==> src/rtl/friscv_apb_initiator.sv <==
// friscv_apb_initiator: single-outstanding request/completion bridge onto the APB-style peripheral bus,
// with a watchdog that ends transfers the slave never acknowledges.
module friscv_apb_initiator #(
   parameter int ADDRW   = 16,
   parameter int XLEN    = 32,
   parameter int TIMEOUT = 255
)(
   input  logic              aclk,
   input  logic              srst,
   input  logic              req_valid,
   output logic              req_ready,
   input  logic              req_wr,
   input  logic [ADDRW-1:0]  req_addr,
   input  logic [XLEN-1:0]   req_wdata,
   input  logic [XLEN/8-1:0] req_strb,
   output logic              cpl_valid,
   input  logic              cpl_ready,
   output logic [XLEN-1:0]   cpl_rdata,
   output logic              cpl_err,
   output logic              mst_en,
   output logic              mst_wr,
   output logic [ADDRW-1:0]  mst_addr,
   output logic [XLEN-1:0]   mst_wdata,
   output logic [XLEN/8-1:0] mst_strb,
   input  logic [XLEN-1:0]   mst_rdata,
   input  logic              mst_ready
);
   localparam int CW = TIMEOUT > 0 ? $clog2(TIMEOUT + 1) : 1;
   localparam logic [CW-1:0] LAST = CW'(TIMEOUT > 0 ? TIMEOUT - 1 : 0);
   typedef enum logic [1:0] {IDLE, ACCESS, RESP} state_t;
   state_t r_state, w_next;
   logic [CW-1:0] r_cnt;
   logic w_accept, w_done, w_tmo, w_consume;
   assign w_accept  = r_state == IDLE && req_valid && req_ready;
   assign w_done    = r_state == ACCESS && mst_ready;
   // The final count edge times out only if the slave is silent; a ready in that cycle wins
   assign w_tmo     = TIMEOUT != 0 && r_state == ACCESS && !mst_ready && r_cnt == LAST;
   assign w_consume = r_state == RESP && cpl_ready;
   always_comb begin
      w_next = r_state;
      if (w_accept) w_next = ACCESS;
      else if (w_done || w_tmo) w_next = RESP;
      else if (w_consume) w_next = IDLE;
   end
   always_ff @(posedge aclk) begin
      if (srst) r_state <= IDLE;
      else r_state <= w_next;
   end
   always_ff @(posedge aclk) begin
      if (srst) begin
         req_ready <= 1'b0;
         cpl_valid <= 1'b0;
         cpl_rdata <= '0;
         cpl_err   <= 1'b0;
         mst_en    <= 1'b0;
         mst_wr    <= 1'b0;
         mst_addr  <= '0;
         mst_wdata <= '0;
         mst_strb  <= '0;
         r_cnt     <= '0;
      end else begin
         req_ready <= w_next == IDLE;
         r_cnt     <= (r_state == ACCESS && !mst_ready) ? r_cnt + 1'b1 : '0;
         if (w_accept) begin
            mst_en    <= 1'b1;
            mst_wr    <= req_wr;
            mst_addr  <= req_addr;
            mst_wdata <= req_wdata;
            mst_strb  <= req_strb;
         end
         // en drops on the same edge ready is seen so the slave never re-arms for a duplicate
         if (w_done || w_tmo) begin
            mst_en    <= 1'b0;
            cpl_valid <= 1'b1;
            cpl_err   <= w_tmo;
            cpl_rdata <= (w_done && !mst_wr) ? mst_rdata : '0;
         end
         if (w_consume) cpl_valid <= 1'b0;
      end
   end
endmodule
==> config.mk <==
export PLATFORM = sky130hd
export DESIGN_NAME = friscv_apb_initiator
export DESIGN_NICKNAME = d
export VERILOG_FILES = /design/src/rtl/friscv_apb_initiator.sv
export SDC_FILE = /design/constraint.sdc
export NUM_CORES = 1
export LEC_CHECK = 0
export CAP_MARGIN = 20
export CORE_ASPECT_RATIO = 0.6
export CORE_UTILIZATION = 35
export DETAILED_ROUTE_END_ITERATION = 8
export HOLD_SLACK_MARGIN = 0.1
export PLACE_DENSITY_LB_ADDON = 0.12
export SLEW_MARGIN = 5
export SYNTH_ARGS = -nofsm -noshare
export SYNTH_HDL_FRONTEND = slang
export SYNTH_SLANG_ARGS = --single-unit
==> constraint.sdc <==
create_clock -name aclk -period 1.8 [get_ports aclk]
set_clock_uncertainty 0.1 [all_clocks]
set_input_delay 0.18 -clock aclk [delete_from_list [all_inputs] [get_ports aclk]]
set_output_delay 0.18 -clock aclk [all_outputs]
set_load 0.005 [all_outputs]
# == Word level (Yosys, flattened, before mapping) ==
# Cells that the tools add are included.
# W data, S select, Z words.
# word_totals
register_bits,99
latchBits,0
ram_bits,0
romBits,0
input_bits,90
out_inout_bits,89
wordCells,35
memories,0
# classes
add_sub_neg,1
mul,0
div_mod_pow,0
order_cmp,0
n_eq_ne,3
n_shift,0
muxes,4
bitwise_logic,1
n_reduce_logical,15
# op_table
cell,count
$mux W32,1
$add A8 B1 Y8 const B,1
$eq A8 B8 Y1 const B,1
$logic_and A1 B1 Y1,7
$mux W2,3
$reduce_or A2 Y1,3
$logic_not A2 Y1,2
$eq A2 B1 Y1 const B,1
$eq A2 B2 Y1 const B,1
$logic_not A1 Y1,2
$logic_or A1 B1 Y1,1
$not A1 Y1,1

# == Longest topological paths before layout ==
# Gate-level depths: netlist (run 1).
# depth
depth_word,7
depth_mapped,6
ltp_nobuf,5

# == Worst setup path after synthesis (run 1) ==
# OpenSTA, ideal clock, no wires.
# synth_path
path_kind,reg-to-reg
from,reg r_cnt[0]
to,reg cpl_rdata[10]
setup_ns,0.057
arrival_ns,1.536
t_required_ns,1.643
path_slack_ns,0.107
path_stages_with_launch,7
path_buffers,1
period_less_slack_ns,1.693
cell_sequence,dfxtp_1 inv_1 ha_1 and4b_1 a311oi_4 buf_6 a22o_2
# synth_via
elab_chain_len,3
# synth_rtl
element,line_no,text
start: declaration,32,logic [CW-1:0] r_cnt;
start signal: assignment,63,r_cnt <= (r_state == ACCESS && !mst_ready) ? r_cnt + 1'b1 : '0;
$eq A8 B8 Y1,37,assign w_tmo = TIMEOUT != 0 && r_state == ACCESS && !mst_ready && r_cnt == LAST;
$logic_and A1 B1 Y1,37,
$logic_or A1 B1 Y1,72,if (w_done || w_tmo) begin
end signal: assignment,76,cpl_rdata <= (w_done && !mst_wr) ? mst_rdata : '0;
end: declaration,18,"output logic [XLEN-1:0] cpl_rdata,"
# No other way between the ends.
# A chain may end at the register's enable or synchronous reset.

# == Worst setup path in the final report (run 1) ==
# layout_path
from,reg r_cnt[0]
to,reg cpl_rdata[23]
# Same word-level chain as after synthesis.

==> results of run 1 <==
## synth_stat cells (all sizes together)
cell type	number	area share
nand2	109	0.12
dfxtp	99	0.57
a21oi	56	0.081
a22o	32	0.090
buf	15	0.028
clkbuf	11	0.012
nor2	8	0.0087
inv	4	0.0043
nand3	3	0.0043
o21ai	3	0.0043
and4bb	2	0.0072
ha	2	0.0072
nand3b	2	0.0043
or3	2	0.0036
xor2	2	0.0051
a2111oi	1	0.0025
a211oi	1	0.0022
a221oi	1	0.0025
a311oi	1	0.0076
a31oi	1	0.0018
a32oi	1	0.0025
and3	1	0.0018
and3b	1	0.0025
and4	1	0.0025
and4b	1	0.0029
nand4	1	0.0018
nand4bb	1	0.0033
nor2b	1	0.0040
o21a	1	0.0022
o22ai	1	0.0018
o31ai	1	0.0022
or4	1	0.0022
xnor2	1	0.0025
## stage by stage
step / TNS (ns) / setup slack (ns) / total power (µW) / utilization / instances
after global placement: -0.4078 / -0.01528 / 3146 / 0.5746 / 659
final: 0 / 0.1271 / 5077 / 0.6091 / 676
after CTS: 0 / 0.1134 / 5161 / 0.6091 / 676
after global routing: 0 / 0.03385 / 5312 / 0.6091 / 676
after detailed placement: -1.737 / -0.06215 / 3158 / 0.5746 / 659
after floorplan: 0 / 0.1066 / 2671 / - / 368
## per-layer routing
layer	global-route usage	vias up	share of wire
li1	-	1609	-
met1	0.2292	1453	0.47
met2	0.2771	96	0.43
met3	0.06402	10	0.081
met4	0.05517	0	0.011
met5	0	-	0
## report_power, final
group / switching [µW] / internal [µW] / leakage (µW) / total [µW]
registers: 61.1 / 2300 / 0.000804 / 2360
clock network: 815 / 1150 / 0.000144 / 1970
logic: 277 / 467 / 0.00110 / 744
total: 1150 / 3920 / 0.00205 / 5080
## worst max-delay path, cell delays in order (launching register included)
cell,delay (ns)
dfxtp_1,0.33
inv_1,0.04
ha_1,0.19
and4b_1,0.22
a311oi_4,0.34
buf_12,0.23
a22o_2,0.16
## sequential cells by signal, indices dropped and copies added, names as in the netlist
name       flops
mst_strb       4
req_ready      1
cpl_valid      1
cpl_err        1
cpl_rdata     32
r_cnt          8
mst_wdata     32
mst_en         1
r_state        2
mst_wr         1
mst_addr      16
## area by class of cell
cell class / count / area (µm²) / area share
clock inverter: 5 / 61.31 / 0.01072
tap: 130 / 162.7 / 0.02843
inverter: 4 / 15.01 / 0.002625
timing repair buffer: 188 / 1917 / 0.3351
multi-input combinational: 239 / 1330 / 0.2325
sequential: 99 / 1982 / 0.3465
clock buffer: 11 / 252.7 / 0.04418
## placed cells by master, fill, tap and decap left out, drive strengths merged, types with 3 or more instances in the layout
| cell type | instances |
|---|---|
| clkdlybuf4s50 | 177 |
| nand2 | 109 |
| dfxtp | 99 |
| a21oi | 56 |
| a22o | 32 |
| clkbuf | 11 |
| buf | 10 |
| nor2 | 8 |
| inv | 4 |
| o21ai | 3 |
| nand3 | 3 |
| clkinvlp | 3 |
## worst min-delay path by stage
stage                    end  cells past startpoint
4_1_cts          mst_strb[1]                      3
5_1_grt        mst_wdata[17]                      3
2_1_floorplan   cpl_rdata[2]                      1
6_report       mst_wdata[17]                      3
3_3_place_gp    mst_wdata[5]                      2
3_5_place_dp     mst_strb[3]                      2
## cells by family after synthesis
logic type	count (synthesis)
AND/OR/NAND/NOR	134
AO/OA/AOI/OAI	100
flip-flops	99
buffers and inverters	30
XOR/XNOR	3
adder cells (fa/ha/maj)	2
==> impl_metrics.ini, run 1 <==
[power]
leakagePower_uw = 0.002048
vdd_drop_max_mv = 0.5570
cellPowerDensity_mw_per_mm2 = 887.5

[clocking]
clkLatencyLatePin_ns = 0.33
cts_setup_buffers = 0
tritoncts = done
clockBufferDepth = 2
htree_levels = 3
root_buffer = clkbuf_16
clk_pin_slew_worst_paths_ns = 0.07
cts_sinks = 99
numCtsBuffers = 9
post_cts_resized = 0
hold_buffers = 1

[final_layout]
fin_nets = 633
n_antenna_cell = 0
fill_cells = 813
syn_to_final_growth_pct = 65.29
post-route-cell-area_mm2 = 0.005720
drive_above_1_share = 0.1007

[critical_path]
crit_required_ns = 1.98
crit_type = register to register
arrival_ns = 1.86
reg2reg_from = r_cnt[0]
rr_worst_depth = 6
critPathLaunch = r_cnt[0]
cp_max_fo = 33
regToRegSetupSlack_ns = 0.13
rr_endpoint = cpl_rdata[23]
endpoint = cpl_rdata[23]
start_kind = register
worstSetupEndpointType = register

[placed_design]
place_area_mm2 = 0.005396
port_buffers = 178
hpwlAfterDp_um = 6521
gp_congestion = 0.7248

[synthesis]
syn-cell-area_mm2 = 0.003461
synth_xor_area_frac = 0.007592
synth_seq_area_share = 0.5727
synth_cells = 368
synth_seq_cells = 99
muxShareOfSynthArea = 0
syn_area_per_cell_um2 = 9.404
synthesis.nets = 460
synth_top_family_by_area = compound AO/OA/AOI/OAI gates
yosysUniqueCellTypes = 38
yosys_warnings = 0
synth-compound-area-share = 0.2007
yosys.area_share.simple = 0.1674
synthAdderAreaFrac = 0.007231

[detailed_routing]
via_per_inst = 4.686
wl_um = 9305
num_vias = 3168
drt-initial-drc-count = 141
drc_errors = 0
wl_per_cell_um = 13.76
ant_nets = 0
dr.pass1.iters = 4

[die]
ios = 179
rows = 27
die_w_um = 130.4
initial_core_util = 0.3685
coreArea_mm2 = 0.009392
dieArea_mm2 = 0.01030
die_h_um = 79.03

[job]
maxCapViolCount = 0

[sta]
period_share = 0.9294
holdWs_ns = 0.2854
drv_slew = 0
fmax_mhz = 597.8
tightest_slew_ns = 0.5476
finalSetupViolations = 0
relSlewSlack = 0.6349
fin_crit_ns = 1.673
hold_viol_final = 0
grt_setup_unrepaired = false

[min_path]
min_path_type = primary input to register
hp-start = req_wdata[17]

[global_routing]
antenna_found_initial = 0
grt_pass1_vias = 2958
grt_usage = 0.1778
grt_pass1_wl_um = 14330
grt_max_degree = 53
grt-ovfl-total = 0

[run_status]
status = completed
No activity file was read; power rests on OpenSTA's default activity.
==> inputs of run 2 (changes only) <==
Settings changed: CORE_ASPECT_RATIO 0.6 to 1.25, CORE_UTILIZATION 35 to 50, CTS_BUF_LIST from default to sky130_fd_sc_hd__clkbuf_16, DONT_BUFFER_PORTS from default to 1.
==> impl_metrics.ini, run 2 (synthesis gave the netlist of run 1 again) <==
[power]
cellPowerDensity_mw_per_mm2 = 1006
netSwitchingFraction = 0.2356
internal_power_uw = 3643
clockPowerShare = 0.397
vdd_drop_max_mv = 0.7824
p_switching_uw = 1123
leakagePower_uw = 0.001755
power_frac_seq = 0.503
comb_power_share = 0.100

[global_routing]
grt_use_met1 = 0.2604
grt_pass1_vias = 2785
grt_usage = 0.2306
grt-ovfl-total = 0
grt_pass1_wl_um = 13180
met2_usage = 0.3971
grt_max_degree = 62
grtUsageMet3 = 0.06890
top_usage_layer = met2
antenna_found_initial = 0

[clocking]
htree_levels = 3
tritoncts = done
post_cts_resized = 0
cts_sinks = 99
clk_pin_slew_worst_paths_ns = 0.07
cts_setup_buffers = 0
clkLatencyLatePin_ns = 0.33
hold_buffers = 90
numCtsBuffers = 9
root_buffer = clkbuf_16
clockBufferDepth = 2

[detailed_routing]
drc_errors = 0
num_vias = 2907
drt-initial-drc-count = 76
ant_nets = 0
via_per_inst = 5.373
wl_per_cell_um = 15.90
dr.pass1.iters = 4
wl_um = 8602

[final_layout]
fill_cells = 487
syn_to_final_growth_pct = 36.84
reg_top3 = cpl_rdata: 32 flops, mst_wdata: 32 flops, mst_addr: 16 flops
drive_above_1_share = 0.1145
fin_nets = 541
layout_common_cells = nand2_1 (109), dfxtp_1 (99), dlygate4sd3_1 (89), a21oi_1 (56), a22o_2 (25)
n_antenna_cell = 0
final_common_cell = nand2_1
post-route-util = 0.7169

[die]
dieArea_mm2 = 0.007261
ios = 179
die_w_um = 76.42
rows = 33
initial_core_util = 0.5239
coreArea_mm2 = 0.006606
die_h_um = 95.02

[critical_path]
worstSetupEndpointType = register
path_cells = inv_1 -> ha_1 -> and4b_1 -> a311oi_4 -> buf_12 -> a22o_1
cp_max_fo = 33
cpPeakStageDelay_ns = 0.34
crit_required_ns = 1.97
regToRegSetupSlack_ns = 0.09
start_kind = register
rr_worst_depth = 6
reg2reg_from = r_cnt[0]
path_buf_inv = 2
crit_type = register to register
rr_endpoint = cpl_rdata[2]
slowest_stage = a311oi_4
arrival_ns = 1.87
crit_family = compound AO/OA/AOI/OAI gates

[job]
maxCapViolCount = 0

[min_path]
hp-start = req_valid
hold_end = r_state[0]
hold_path_depth = 3
min_path_type = primary input to register

[sta]
holdWs_ns = 0.2344
relSlewSlack = 0.7862
drv_slew = 0
hold_viol_final = 0
fin_crit_ns = 1.707
grt_setup_unrepaired = false
finalSetupViolations = 0
tns_ns = 0
period_share = 0.9483
tightest_slew_ns = 0.3126
fmax_mhz = 585.8

[placed_design]
gp_congestion = 0.7615
port_buffers = 0
hpwlAfterDp_um = 4762

[run_status]
status = completed
==> run 2: cell types whose count changed in the layout (fill, tap and decap cells not counted) <==
cell	delta
clkdlybuf4s50_1	-177
dlygate4sd3_1	+88
inv_6	+3
buf_12	-2
clkbuf_8	-2
clkinv_2	+2
clkinvlp_4	-2
buf_16	+1
buf_2	-1
buf_4	-1
clkinv_4	-1
==> run 2: cell type report <==
type / count / area (µm²) / area share
clock buffers: 9 / 225.2 / 0.04756
clock inverters: 7 / 73.82 / 0.01559
inverters: 4 / 15.01 / 0.003170
multi-input cells: 239 / 1330 / 0.2808
flip-flops and latches: 99 / 1982 / 0.4185
well taps: 87 / 108.9 / 0.02299
repair buffers: 96 / 1001 / 0.2114
==> run 2: how the worst max path moves through the flow <==
stage,startpoint,end,slack (ns),cells after the start
2_1_floorplan,r_cnt[0],cpl_rdata[10],0.11,6
3_3_place_gp,r_cnt[0],cpl_rdata[18],0.18,6
3_5_place_dp,r_cnt[0],cpl_rdata[20],0.13,6
4_1_cts,r_cnt[0],cpl_rdata[5],0.11,6
5_1_grt,r_cnt[0],cpl_rdata[2],0.008,6
6_report,r_cnt[0],cpl_rdata[2],0.09,6
==> run 2: routing by layer <==
| layer | vias up | part of all wire |
|---|---|---|
| li1 | 1425 | - |
| met1 | 1346 | 0.41 |
| met2 | 124 | 0.49 |
| met3 | 12 | 0.077 |
| met4 | 0 | 0.020 |
| met5 | - | 0 |
==> run 2: worst reg2reg max path, delay by kind of cell (launching register included) <==
kind / cells / cell delay, ns
simple gates: 1 / 0.24
fa+ha+maj: 1 / 0.18
compound gates: 2 / 0.52
flops: 1 / 0.33
buf+inv: 2 / 0.27
==> run 2: metrics by stage <==
step	std cells	setup slack (ns)	instance area [µm²]	total power [µW]
floorplan	368	0.1066	3461	2671
global placement	435	0.1834	3518	2714
detailed placement	435	0.1312	3518	2723
CTS	541	0.1129	4736	4812
global route	541	0.007894	4736	4963
finish	541	0.09298	4736	4765
==> run 2: power by group through the flow <==
| stage | registers [µW] | logic [µW] | clock network (µW) |
|---|---|---|---|
| finish | 2400 | 475 | 1890 |
| CTS | 2390 | 466 | 1950 |
| global route | 2410 | 519 | 2030 |
| floorplan | 2420 | 254 | 0 |
| global placement | 2440 | 271 | 0 |
| detailed placement | 2440 | 280 | 0 |
==> inputs of run 3 (changes only) <==
Settings changed: HOLD_SLACK_MARGIN 0.1 to 0.06.
==> impl_metrics.ini, run 3 (synthesis gave the netlist of run 1 again) <==
[critical_path]
start_kind = register
crit_type = register to register
regToRegSetupSlack_ns = 0.09
crit_required_ns = 1.96
rr_worst_depth = 6
critPathLaunch = r_cnt[0]
rr_endpoint = cpl_rdata[2]
arrival_ns = 1.88
cp_max_fo = 33
worstSetupEndpointType = register
endpoint = cpl_rdata[2]
reg2reg_from = r_cnt[0]

[min_path]
hp-start = srst
min_path_type = primary input to register

[sta]
drv_slew = 0
relSlewSlack = 0.7902
fmax_mhz = 584.3
finalSetupViolations = 0
hold_viol_final = 0
tightest_slew_ns = 0.3068
period_share = 0.9508
holdWs_ns = 0.07782
fin_crit_ns = 1.711
grt_setup_unrepaired = false
tns_ns = 0

[detailed_routing]
wl_met3_um = 668
wl_met2_um = 4212
wl_um = 8500
wl_per_cell_um = 15.77
num_vias = 2884
via_per_inst = 5.351
met1_length_um = 3490
ant_nets = 0
drt-initial-drc-count = 98
dr.max_layer_used = met4
drc_errors = 0
dr.pass1.iters = 4

[final_layout]
fin_nets = 539
multi_input_area_mm2 = 0.001330
drive_above_1_share = 0.1150
syn_to_final_growth_pct = 36.04
reg_top3 = cpl_rdata: 32 flops, mst_wdata: 32 flops, mst_addr: 16 flops
fill_cells = 490
final_common_cell = nand2_1
regArea_mm2 = 0.001982
n_antenna_cell = 0
layout_common_cells = nand2_1 (109), dfxtp_1 (99), dlygate4sd3_1 (87), a21oi_1 (56), a22o_2 (25)

[power]
cellPowerDensity_mw_per_mm2 = 1011
vdd_drop_max_mv = 0.7814
leakagePower_uw = 0.001743

[global_routing]
grt_usage = 0.2280
grt_pass1_wl_um = 13050
grt-ovfl-total = 0
grt_pass1_vias = 2778
antenna_found_initial = 0
grt_max_degree = 60

[die]
ios = 179
coreArea_mm2 = 0.006606
dieArea_mm2 = 0.007261
initial_core_util = 0.5239
die_w_um = 76.42
rows = 33
die_h_um = 95.02

[clocking]
cts_sinks = 99
clk_pin_slew_worst_paths_ns = 0.06
clockBufferDepth = 2
numCtsBuffers = 9
hold_buffers = 88
root_buffer = clkbuf_16
post_cts_resized = 0
htree_levels = 3
cts_setup_buffers = 0
clkLatencyLatePin_ns = 0.33
tritoncts = done

[run_status]
status = completed

[placed_design]
gp_congestion = 0.7615
hpwlAfterDp_um = 4762
port_buffers = 0

[job]
maxCapViolCount = 0
## run 3: worst min-delay path by stage
stage	to	slack (ns)	depth (start not counted)
floorplan	cpl_rdata[2]	0.21	1
global placement	mst_strb[0]	0.15	1
detailed placement	mst_strb[0]	0.15	1
CTS	r_cnt[6]	0.07	3
global route	mst_wdata[26]	0.08	2
finish	r_cnt[0]	0.08	3
## run 3: critical path, stage by stage, from the launching register on
cell	delay, ns
dfxtp_1	0.33
inv_1	0.04
ha_1	0.18
and4b_1	0.24
a311oi_4	0.34
buf_12	0.23
a22o_1	0.17
## run 3: through the flow
| stage | instances | worst slack, ns | util | cell area (µm²) | power [µW] |
|---|---|---|---|---|---|
| after floorplan | 368 | 0.1066 | - | 3461 | 2671 |
| after global placement | 435 | 0.1834 | 0.5326 | 3518 | 2714 |
| after detailed placement | 435 | 0.1312 | 0.5326 | 3518 | 2723 |
| after CTS | 539 | 0.1129 | 0.7127 | 4708 | 4804 |
| after global routing | 539 | 0.007894 | 0.7127 | 4708 | 4953 |
| final | 539 | 0.08858 | 0.7127 | 4708 | 4760 |
## run 3: power by group
group          leakage [µW]  internal [µW]  switching (µW)
combinational      0.000793            250             216
clock              0.000147           1090             811
sequential         0.000804           2300            94.9
## run 3: metal layers
layer / vias up / track usage
met4: 0 / 0.1154
met5: - / 0
met1: 1329 / 0.2565
met2: 126 / 0.3941
li1: 1419 / -
met3: 10 / 0.06890
## run 3: layout make-up
type | instances | area share
clock buffer | 9 | 0.04783
clock inverter | 7 | 0.01568
multi-input combinational | 239 | 0.2825
sequential | 99 | 0.4209
tap | 87 | 0.02312
timing repair buffer | 94 | 0.2067
inverter | 4 | 0.003189
